**config.mk**
```make
export PLATFORM = sky130hd
export DESIGN_NAME = uc
export DESIGN_NICKNAME = d
export VERILOG_FILES = /design/src/rtl/uc.sv
export SDC_FILE = /design/constraint.sdc
export NUM_CORES = 1
export LEC_CHECK = 0
export ABC_AREA = 1
export CAP_MARGIN = 20
export CORE_AREA = 5 5 42 44
export CTS_BUF_LIST = sky130_fd_sc_hd__clkbuf_16
export DETAILED_ROUTE_END_ITERATION = 6
export DIE_AREA = 0 0 47 49
export PLACE_DENSITY = 0.68
export SETUP_SLACK_MARGIN = 0.05
export SLEW_MARGIN = 10
export SYNTH_ARGS = -nofsm -noshare
export SYNTH_HDL_FRONTEND = slang
export SYNTH_SLANG_ARGS = --single-unit
```
**constraint.sdc**
```tcl
create_clock -name clk -period 1.6 [get_ports clk]
set_input_delay 0.24 -clock clk [delete_from_list [all_inputs] [get_ports clk]]
set_output_delay 0.24 -clock clk [all_outputs]
set_load 0.05 [all_outputs]
```
**src/rtl/uc.sv**
```systemverilog
// Control unit: combinational instruction decode over a RUN/TRAP state, a 4-bit loop counter and an optional zero flag.
// Build option: define UC_ZFLAG_REG_EN to make conditional jumps test a registered ALU zero flag instead of the live z input.
module uc (
  input  logic       clk,
  input  logic       reset,
  input  logic [5:0] opcode,
  input  logic       z,
  output logic       s_inc,
  output logic       s_inm,
  output logic       we3,
  output logic [2:0] op,
  output logic       trap,
  output logic [3:0] lc
);

  localparam logic [0:0] RUN  = 1'b0;
  localparam logic [0:0] TRAP = 1'b1;

  logic [0:0] state_q, state_d;
  logic [3:0] lc_q, lc_d;
  logic       zsel;

  logic is_li, is_alu, is_setlc, is_j, is_jz, is_jnz, is_djnz, is_illegal;
  logic in_run;

  assign is_li      = (opcode[5:2] == 4'b0001);
  assign is_alu     = (opcode[5:3] == 3'b001);
  assign is_setlc   = (opcode[5:4] == 2'b01);
  assign is_j       = (opcode == 6'b100000);
  assign is_jz      = (opcode == 6'b100001);
  assign is_jnz     = (opcode == 6'b100010);
  assign is_djnz    = (opcode == 6'b100011);
  // 100100..111111: upper bit set with anything beyond the four branch encodings
  assign is_illegal = opcode[5] & (opcode[4:2] != 3'b000);
  assign in_run     = (state_q == RUN);

`ifdef UC_ZFLAG_REG_EN
  logic zf_q, zf_d;

  always_comb begin
    zf_d = zf_q;
    if (in_run && is_alu) begin
      zf_d = z;
    end
  end

  always_ff @(posedge clk or negedge reset) begin
    if (!reset) begin
      zf_q <= 1'b0;
    end else begin
      zf_q <= zf_d;
    end
  end

  assign zsel = zf_q;
`else
  assign zsel = z;
`endif

  // In TRAP all architectural state is frozen until reset.
  always_comb begin
    state_d = state_q;
    lc_d    = lc_q;
    if (in_run) begin
      if (is_illegal) begin
        state_d = TRAP;
      end
      if (is_setlc) begin
        lc_d = opcode[3:0];
      end
      if (is_djnz && (lc_q != 4'd0)) begin
        lc_d = lc_q - 4'd1;
      end
    end
  end

  always_ff @(posedge clk or negedge reset) begin
    if (!reset) begin
      state_q <= RUN;
      lc_q    <= 4'd0;
    end else begin
      state_q <= state_d;
      lc_q    <= lc_d;
    end
  end

  always_comb begin
    s_inc = 1'b1;
    s_inm = 1'b0;
    we3   = 1'b0;
    op    = 3'b000;
    trap  = ~in_run;
    if (is_li) begin
      we3   = 1'b1;
      s_inm = 1'b1;
    end
    if (is_alu) begin
      we3 = 1'b1;
      op  = opcode[2:0];
    end
    if (is_j) begin
      s_inc = 1'b0;
    end
    if (is_jz) begin
      s_inc = ~zsel;
    end
    if (is_jnz) begin
      s_inc = zsel;
    end
    if (is_djnz) begin
      s_inc = (lc_q == 4'd0);
    end
    if (!in_run) begin
      we3 = 1'b0;
    end
    // Reset overrides the decode combinationally, not just at the next edge.
    if (!reset) begin
      s_inc = 1'b1;
      s_inm = 1'b0;
      we3   = 1'b0;
      op    = 3'b000;
      trap  = 1'b0;
    end
  end

  assign lc = lc_q;

endmodule

```
---- Word level (Yosys, flattened, before mapping) ----
Cells that the tools add are included.
word-level totals
  bits in registers ....................... 5
  input port bits ......................... 9
  output and inout bits ................... 11
  logic and storage cells ................. 36
operators by class
  $add $sub $neg .......................... 1
  equal/unequal tests ..................... 7
  muxes and demuxes ....................... 17
  bitwise logic cells ..................... 3
  reduce and logical (&&, ||, !) cells .... 6
operators with widths
  kind                                                                number
  6-bit == test, second input constant                                4
  1-bit two-way mux                                                   13
  4-bit two-way mux                                                   2
  3-bit two-way mux                                                   2
  4-bit by 1-bit == test with 1-bit output, second input constant     1
  4-bit zero test                                                     1
  4-bit nonzero test                                                  1
  4-bit by 1-bit subtractor with 4-bit output, second input constant  1
  3-bit by 1-bit == test with 1-bit output, second input constant     1
  3-bit nonzero test                                                  1
  2-bit by 1-bit == test with 1-bit output, second input constant     1
  1-bit inverter                                                      2
  2-bit AND reduction                                                 1
  2-bit nonzero test                                                  1
  1-bit bitwise AND                                                   1
  1-bit logical AND                                                   1

---- Logic depth before layout (Yosys ltp) ----
  word-level depth ........................ 6
  gate-level depth with buffers ........... 9
  mapped depth without buffers ............ 9

---- Least setup slack after synthesis ----
OpenSTA, ideal clock, no wires.
  kind .................................... register to output
  start ................................... reg lc_q[0] (netlist: lc[0])
  end ..................................... out s_inc
  arrival ................................. 1.617 ns
  data required time ...................... 1.360 ns
  slack ................................... -0.257 ns
  cell stages (with the launch flop) ...... 7
  buffers on the path ..................... 0
  cell sequence ........................... dfrtp_1 > inv_1 > ha_1 > nand2_1 > nand2_1 > a21oi_1 > nand2_1
between the ends
  word-level cells in the longest chain between the ends .. 3
RTL lines
  what                    line  source
  start, declared         20    logic [3:0] lc_q, lc_d;
  start signal, assigned  83    lc_q <= lc_d;
  4-bit zero test         111   s_inc = (lc_q == 4'd0);
  1-bit two-way mux       110   if (is_djnz) begin
  1-bit two-way mux       117   if (!reset) begin
  end, declared           8     output logic s_inc,
No other way between the ends.

---- Worst setup path in the final report ----
Same ends and word-level chain as after synthesis.

==> impl_metrics.tcl <==
set metrics [dict create \
    final_hold_viol_count 0 \
    cts_tree "built" \
    grt_pass1_vias 645 \
    grt_remaining_overflow 0 \
    gp_congestion 0.775 \
    rsz0062_at_grt "yes" \
    hold_class "in2async" \
    drc 0 \
    ir_drop_uv 811 \
    drt-vias-per-instance 4.58 \
    grt_pass1_wl_um 2520 \
    clock-sinks 5 \
    die_x_um 47 \
    cp.required_ns 1.36 \
    synthCells 76 \
    slew_violations 0 \
    syn_nets 86 \
    setup_viol 0 \
    setup_ws_ns 0.0548 \
    cap_viol_max_count 0 \
    hpwlAfterDp_um 1110 \
    outcome "completed" \
    cts_buffer_depth 2 \
    postRouteAntennaNets 0 \
    power_mw 0.711 \
    numCtsBuffers 3 \
    coreArea_um2 1400 \
    r2r_cells 10 \
    yosysUniqueCellTypes 15 \
    root_buffer "clkbuf_16" \
    grt_max_degree 7 \
    arrival_ns 1.31 \
    drive_above_1_share_pct 49.6 \
    crit_path_max_fanout 3 \
    path_class "reg2out" \
    final_cell_count_no_fill 137 \
    crit_path_start_kind "register" \
    crit_start "lc[0]$_DFFE_PN0P_" \
    initial_utilization_pct 32.1 \
    skew_ns 0.000919 \
    ys_ff_latch 5 \
    grt_usage_pct 15.2 \
    antenna_cells 0 \
    routed_wl_um 1590 \
    drt-pass1-iter-count 3 \
    num_vias 628 \
    insertion_delay_ns 0.22 \
    portBuffers 19 \
    nets 132 \
    syn_area_um2 449 \
    post-route-period-util_pct 96.6 \
    end_kind "output pin" \
    fin_crit_ns 1.55 \
    reg2reg_slack_ns 0.28 \
    dpl.cell_count 124 \
    area_delta_synth_final_pct 126 \
    fin_setup_tns_ns 0 \
    relSlewSlack_pct 84.0 \
    drt_iter0_markers 4 \
    tightest_slew_ns 0.240 \
    rows 14 \
    r2r_end "lc[0]$_DFFE_PN0P_" \
    yosysWarnings 0 \
    wire_per_inst_um 11.6 \
    avgSynthCellArea_um2 5.91 \
    pre_cts_ws_ns -0.0969 \
    power.leakage_nw 0.545 \
    path_clk_slew_ns 0.03 \
    dieArea_um2 2300 \
    p_per_area_nw_per_um2 700 \
    clock.fmax_mhz 647 \
    cts_htree_levels 1 \
    antenna_found_initial 0 \
    synth_seq_area_share_pct 27.9 \
    fp.dieH_um 49 \
    r2r-start "lc[0]$_DFFE_PN0P_" \
    io-pin-count 20 \
]
## how the worst max path moves through the flow
stage	endpoint	slack (ns)
global placement	op[0]	-0.03
detailed placement	we3	-0.1
global route	s_inc	0.02
floorplan	s_inm	-0.22
CTS	s_inc	0.02
finish	s_inc	0.05
## cell usage after synthesis
cell type / count / area [um^2]
nand2_1: 35 / 131
inv_1: 11 / 41.3
nor2_1: 7 / 26.3
dfrtp_1: 5 / 125
nand2_2: 3 / 18.8
nor2_2: 3 / 18.8
a21oi_1: 2 / 10.0
inv_2: 2 / 7.51
nor3_1: 2 / 10.0
a21oi_4: 1 / 16.3
ha_1: 1 / 12.5
nand3_2: 1 / 10.0
nand3b_1: 1 / 7.51
o21ai_0: 1 / 5.00
xor2_1: 1 / 8.76
## sequential cells by signal, indices dropped and copies added, names as in the netlist
register  cells
state_q       1
lc            4
## layout by cell type, fill, tap and decap left out, drive strengths merged
cell type	synthesis	final
ha	1	1
nand3b	1	1
nor2	10	10
xor2	1	1
nand2	38	38
buf	0	33
dlymetal6s2s	0	1
clkbuf	0	3
a21oi	3	3
nand3	1	1
o21ai	1	1
clkdlybuf4s15	0	1
nor3	2	2
dfrtp	5	5
clkdlybuf4s50	0	2
dlygate4sd2	0	4
inv	13	14
## logic make-up (layout without fill, tap and decap cells)
logic type,after synthesis,count (layout),share of synthesized area (%)
fa+ha+maj,1,1,2.79
flops,5,5,27.9
xor+xnor,1,1,1.95
compound gates,4,4,6.96
buf+inv,13,58,10.9
simple gates,52,52,49.6
## area by class of cell
type | count | area [um^2]
timing repair buffer | 41 | 413
clock inverter | 1 | 3.75
tap | 16 | 20.0
fill | 113 | 385
inverter | 13 | 51.3
clock buffer | 3 | 75.1
sequential | 5 | 126
multi-input combinational | 58 | 327
## metal layers
metal | GRT usage [%] | vias up | wire, um
met2 | 25.1 | 17 | 849
li1 | - | 317 | -
met5 | 0 | - | 0
met3 | 4.06 | 8 | 55
met1 | 15.2 | 286 | 622
met4 | 11.5 | 0 | 65
## worst max-delay path, cell delays in order (launching register included)
cell and delay (ns):
dfrtp_2 0.38, inv_4 0.05, ha_4 0.16, nand2_4 0.07, nand2_4 0.06, a21oi_4 0.15, nand2_2 0.08, buf_12 0.15
## metrics by stage
| step | hold slack, ns | instance area [um^2] | utilization (%) |
|---|---|---|---|
| global route | 0.0929 | 1020 | 72.5 |
| finish | 0.0849 | 1020 | 72.5 |
| detailed placement | 0.520 | 818 | 58.4 |
| floorplan | -0.0556 | 450 | - |
| global placement | 0.504 | 818 | 58.4 |
| CTS | 0.0854 | 952 | 67.9 |
## report_power, final
group | internal [mW] | switching, mW | total, mW
Combinational | 0.0832 | 0.0914 | 0.175
Clock | 0.323 | 0.0772 | 0.400
Sequential | 0.131 | 0.00435 | 0.136
## what timing repair did
action / CTS / global route
buffers inserted: 4 / 5
hold buffers: 0 / 0
gates resized for setup: 16 / 9
pin swaps: 3 / 5
setup endpoints to repair: 6 / 3
No activity file was read; power rests on OpenSTA's default activity.
